**src/rtl/cpu_types_pkg.sv**
```systemverilog
// ============================================================================
// Module : cpu_types_pkg
// Brief  : Shared RAM-handshake types, word type and arbiter FSM encoding.
// Rev    : 1.0
// ============================================================================
`default_nettype none

package cpu_types_pkg;

   localparam int ADDR_W = 32;
   localparam int DATA_W = 32;

   typedef logic [DATA_W-1:0] word_t;

   typedef enum logic [1:0] {
      FREE   = 2'd0,
      BUSY   = 2'd1,
      ACCESS = 2'd2,
      ERROR  = 2'd3
   } ramstate_t;

   typedef enum logic [1:0] {
      IDLE   = 2'd0,
      DGRANT = 2'd1,
      IGRANT = 2'd2
   } arb_state_t;

endpackage

`default_nettype wire

```
**src/rtl/cache_mem_arbiter.sv**
```systemverilog
// ============================================================================
// Module : cache_mem_arbiter
// Brief  : Shares one RAM port between icache and dcache, dcache-first with a
//          bounded dcache streak. Optional perf counters under ARB_PERF_EN.
// Rev    : 1.0
// ============================================================================
`default_nettype none

module cache_mem_arbiter #(
   parameter int ADDR_W       = cpu_types_pkg::ADDR_W,
   parameter int DATA_W       = cpu_types_pkg::DATA_W,
   parameter int MAX_D_STREAK = 4
) (
   input  logic              CLK,
   input  logic              RST,
   input  logic              iREN,
   input  logic [ADDR_W-1:0] iaddr,
   output logic              iwait,
   output logic [DATA_W-1:0] iload,
   input  logic              dREN,
   input  logic              dWEN,
   input  logic [ADDR_W-1:0] daddr,
   input  logic [DATA_W-1:0] dstore,
   output logic              dwait,
   output logic [DATA_W-1:0] dload,
   output logic              ramREN,
   output logic              ramWEN,
   output logic [ADDR_W-1:0] ramaddr,
   output logic [DATA_W-1:0] ramstore,
   input  logic [DATA_W-1:0] ramload,
   input  logic [1:0]        ramstate
`ifdef ARB_PERF_EN
   ,
   output logic [31:0]       perf_icount,
   output logic [31:0]       perf_dcount,
   output logic [31:0]       perf_stall
`endif
);

   import cpu_types_pkg::*;

   localparam int STREAK_W = $clog2(MAX_D_STREAK + 1);
   localparam logic [STREAK_W-1:0] c_STREAK_MAX = STREAK_W'(MAX_D_STREAK);

   arb_state_t          r_state;
   arb_state_t          w_state_next;
   logic [STREAK_W-1:0] r_dstreak;
   logic [STREAK_W-1:0] w_dstreak_next;
   logic                w_dreq;
   logic                w_access;

   assign w_dreq   = dREN | dWEN;
   assign w_access = (ramstate == ACCESS);

   always_comb begin
      w_state_next   = r_state;
      w_dstreak_next = r_dstreak;
      ramREN         = 1'b0;
      ramWEN         = 1'b0;
      ramaddr        = '0;
      ramstore       = '0;
      iwait          = 1'b1;
      dwait          = 1'b1;
      iload          = '0;
      dload          = '0;

      case (r_state)
         IDLE: begin
            if (w_dreq && (!iREN || (r_dstreak < c_STREAK_MAX)))
               w_state_next = DGRANT;
            else if (iREN)
               w_state_next = IGRANT;
         end

         DGRANT: begin
            ramaddr  = daddr;
            ramstore = dstore;
            if (!w_dreq) begin
               w_state_next = IDLE;
            end else begin
               ramWEN = dWEN;
               ramREN = dREN & ~dWEN;
               if (w_access) begin
                  dwait        = 1'b0;
                  dload        = ramload;
                  w_state_next = IDLE;
                  // Streak only grows while the icache is actually kept waiting
                  if (!iREN)
                     w_dstreak_next = '0;
                  else if (r_dstreak != c_STREAK_MAX)
                     w_dstreak_next = r_dstreak + STREAK_W'(1);
               end
            end
         end

         IGRANT: begin
            ramaddr = iaddr;
            if (!iREN) begin
               w_state_next = IDLE;
            end else begin
               ramREN = 1'b1;
               if (w_access) begin
                  iwait          = 1'b0;
                  iload          = ramload;
                  w_dstreak_next = '0;
                  w_state_next   = IDLE;
               end
            end
         end

         default: w_state_next = IDLE;
      endcase
   end

   always_ff @(posedge CLK) begin
      if (RST) begin
         r_state   <= IDLE;
         r_dstreak <= '0;
      end else begin
         r_state   <= w_state_next;
         r_dstreak <= w_dstreak_next;
      end
   end

`ifdef ARB_PERF_EN
   logic [31:0] r_perf_icount;
   logic [31:0] r_perf_dcount;
   logic [31:0] r_perf_stall;

   always_ff @(posedge CLK) begin
      if (RST) begin
         r_perf_icount <= '0;
         r_perf_dcount <= '0;
         r_perf_stall  <= '0;
      end else begin
         if (!iwait)
            r_perf_icount <= r_perf_icount + 32'd1;
         if (!dwait)
            r_perf_dcount <= r_perf_dcount + 32'd1;
         if ((iREN | w_dreq) && iwait && dwait)
            r_perf_stall <= r_perf_stall + 32'd1;
      end
   end

   assign perf_icount = r_perf_icount;
   assign perf_dcount = r_perf_dcount;
   assign perf_stall  = r_perf_stall;
`endif

endmodule

`default_nettype wire

```
**config.mk**
```make
export PLATFORM = sky130hd
export DESIGN_NAME = cache_mem_arbiter
export DESIGN_NICKNAME = d
export VERILOG_FILES = /design/src/rtl/cpu_types_pkg.sv /design/src/rtl/cache_mem_arbiter.sv
export SDC_FILE = /design/constraint.sdc
export NUM_CORES = 1
export LEC_CHECK = 0
export CORE_AREA = 2 2 105 107
export DETAILED_ROUTE_END_ITERATION = 10
export DIE_AREA = 0 0 107 109
export RECOVER_POWER = 50
export REMOVE_ABC_BUFFERS = 1
export SLEW_MARGIN = 25
export SYNTH_ARGS = -nofsm -noshare
export SYNTH_HDL_FRONTEND = slang
export SYNTH_SLANG_ARGS = --single-unit
export TNS_END_PERCENT = 100
```
**constraint.sdc**
```tcl
create_clock -name CLK -period 1.9 [get_ports CLK]
set_input_delay 0.19 -clock CLK [delete_from_list [all_inputs] [get_ports CLK]]
set_output_delay 0.19 -clock CLK [all_outputs]
set_load 0.03 [all_outputs]
```
==> results.toml <==
[run]
timing.max_cap.violations = 0

[pwr]
p_int_mw = 0.8192
switching_share_pct = 39.61
power_density_nw_per_um2 = 307.6
seq_power_share_pct = 8.7
power.leakage_nw = 1.955
power_mw = 1.356
ir_worst_vdd_mv = 0.3667
power.net_switching_mw = 0.5373
clockPowerShare_pct = 14.2
comb_power_share_pct = 77.1

[floorplan]
start_util_pct = 14.88
die_y_um = 109
io_pins = 267
fp-row-count = 38
chipWidth_um = 107
dieArea_um2 = 11660
core_um2 = 10600

[routing]
via_count = 2616
drt.antenna.violating_nets = 0
drc = 0
drt_first_pass_iters = 4
routed_via_density = 4.068
finalWirelength_mm = 9.501
detail_route.iter0.violations = 139
routed_wl_per_cell_um = 14.78

[sta]
fin_setup_tns_ns = 0
achievable-frequency_mhz = 548.5
grt_setup_unrepaired = "no"
holdWs_ns = 0.4923
period_minus_slack_ns = 1.823
fin_worst_skew_ns = 0.0006159
transition_time_at_the_pin_with_the_least_slew_margin_ns = 0.3201
final-setup-viol-count = 0
normalized_max_slew_margin_pct = 78.75
timing.final.hold_violations = 0
final.period_utilization_pct = 95.96
finalMaxSlewViolations = 0

[setup_path]
timing.reg2reg.setup_slack_ns = 0.34
cp_cell_sequence = "inv_4 -> ha_4 -> o21ai_2 -> nor2_2 -> buf_4 -> clkbuf_16 -> and2_1 -> buf_4"
critPathBufInv = 4
timing.rr.start = "r_state[1]"
critPathMostFrequentCell = "buf_4"
family_of_cells_with_the_greatest_summed_delay_on_the_critical_path = "buffers and inverters"
crit_path_max_incr_delay_ns = 0.39
crit_path_max_fanout = 16
crit-reg2reg-capture = "r_dstreak[2]"
reg2reg_depth = 7
cp.arrival_ns = 1.63
worst-setup-path-type = "reg2out"
timing.critical_path.required_ns = 1.71
critical_path.slowest_cell = "dfxtp_2"
worst_setup_path_start_kind = "flip-flop"
crit_path_end_kind = "primary output"

[placed_design]
port_buffers = 266
hpwlAfterDp_mm = 7.810
gp_congestion = 0.8088
place_area_um2 = 4237

[synthesis]
netlist_area_um2 = 1578
post_synth_inst_count = 236
post_synth.cell_area_avg_um2 = 6.685
yosysSeqAreaShare_pct = 6.344
largest_family_of_logic_cells_by_synthesized_area = "simple AND/OR/NAND/NOR gates"
synth-compound-area-share_pct = 21.57
synthXorXnorAreaFrac_pct = 0
synth_mux_area_share_pct = 0.6344
synth_seq_cells = 5
synth_fa_ha_area_share_pct = 4.758
synth_simple_gate_area_share_pct = 59.24
synth-warning-count = 0
synth_cell_type_count = 29

[worst_hold_path]
class_of_the_tightest_hold_or_removal_check = "reg2reg"
whs_endpoint = "r_dstreak[1]"
worst_hold_path.num_cells = 2
min_from = "r_dstreak[1]"

[cells_and_area]
finish.utilization_pct = 41.59
final_nets = 645
areaGrowthSynthToFinish_pct = 179.5
antenna_cells = 0
final_area_um2 = 4409
layout_common_cells = "134 x clkdlybuf4s50_1, 134 x buf_4, 98 x and2_1"
fraction_of_final_layout_cells_sized_beyond_drive_strength_1_pct = 32.80

[clock_network]
hold_buffers = 0
htree_num_levels = 1
clk_pin_slew_ns = 0.03
numCtsBuffers = 3
cts.path.max_buffers = 2
clock-root-buffer = "clkbuf_8"
cts_tree = "yes"
numClockSinks = 5
clk-insertion-delay-late_ns = 0.22

[global_routing]
track_usage_pct = 13.96
globalRouteMet3Util_pct = 1.913
maximum_number_of_pins_on_one_net_before_global_route_repair = 54
antenna_found_initial = 0
via_count_of_the_first_global_routing_pass = 2444
grt_first_pass_wirelength_mm = 13.03
global_route.usage.met1_pct = 17.18
grt_use_met2_pct = 25.66
globalRouteOverflowTotal = 0
busiest_layer = "met2"

[status]
outcome = "finished clean"
kinds of logic after synthesis:
kind of cell,count (synthesis)
AOI/OAI and AO/OA,44
adders and majority gates,6
buffers and inverters,28
DFF,5
muxes,1
and+or+nand+nor,152
what timing repair did:
item,CTS,global route
cloned,0,2
resized for setup,5,16
setup endpoints to repair,88,100
pin swaps,0,1
buffers inserted,0,1
per-stage QoR:
| step | setup slack (ns) | cells |
|---|---|---|
| floorplan | -1.258 | 215 |
| global route | 0.005060 | 643 |
| global placement | 0.1707 | 636 |
| CTS | -0.04425 | 640 |
| detailed placement | 0.1185 | 636 |
| finish | 0.07671 | 643 |
final cells by class:
class	instances	area, µm²
sequential	5	102.6
tap	140	175.2
clock buffer	4	45.04
timing repair buffer	284	2649
inverter	7	31.28
multi-input combinational	203	1406
fill	1070	6193
metal layers:
layer	routed length, µm	vias up
met5	0	-
met4	131	0
met3	485	10
met2	4934	86
met1	3950	1199
li1	-	1321
cells in the mapped netlist, drive strengths merged:
cell     instances  area [µm²]
a211oi           2       27.53
a21bo            1       10.01
a21oi            1       5.000
a22oi           32       240.2
a31oi            2       12.51
and2            98       613.1
buf              3       23.77
clkbuf          18       67.56
dfxtp            5       100.1
ha               6       75.07
inv              7       26.28
mux2i            1       10.01
nand2            4       15.01
nand2b           3       18.77
nand3            4       20.02
nand3b           1       7.510
nand4            1       6.260
nor2             6       22.52
nor2b           32       200.2
nor3b            2       20.02
o21ai            2       10.01
o2bb2ai          1       8.760
o31a             1       8.760
o32ai            2       17.52
or3b             1       11.26
power by group through the flow:
stage / clock network [mW] / logic, mW / registers, mW
6_report: 0.192 / 1.05 / 0.118
5_1_grt: 0.211 / 1.11 / 0.119
4_1_cts: 0.203 / 1.01 / 0.114
3_5_place_dp: 0 / 1.00 / 0.115
3_3_place_gp: 0 / 1.00 / 0.115
2_1_floorplan: 0 / 0.423 / 0.114
registers in the layout, summed over array words and instances (netlist names):
register and cells:
r_dstreak 3, r_state 2
worst max path at each step:
stage / endpoint / slack [ns] / depth (start not counted) / from
after CTS: iload[4] / -0.04 / 7 / r_state[0]
after global placement: r_dstreak[2] / 0.17 / 6 / iREN
after global routing: ramaddr[6] / 0.005 / 7 / r_state[0]
after detailed placement: iload[4] / 0.12 / 7 / r_state[0]
after floorplan: dload[0] / -1.26 / 5 / r_state[1]
final: dload[7] / 0.08 / 8 / r_state[1]
worst reg2reg max path, cell delays in order, from the launching register on:
cell and delay (ns):
dfxtp_2 0.35, inv_4 0.09, ha_4 0.18, buf_12 0.19, nor2_1 0.09, a211oi_4 0.20, a31oi_1 0.15, a21bo_1 0.20
No activity file was read; power rests on OpenSTA's default activity.
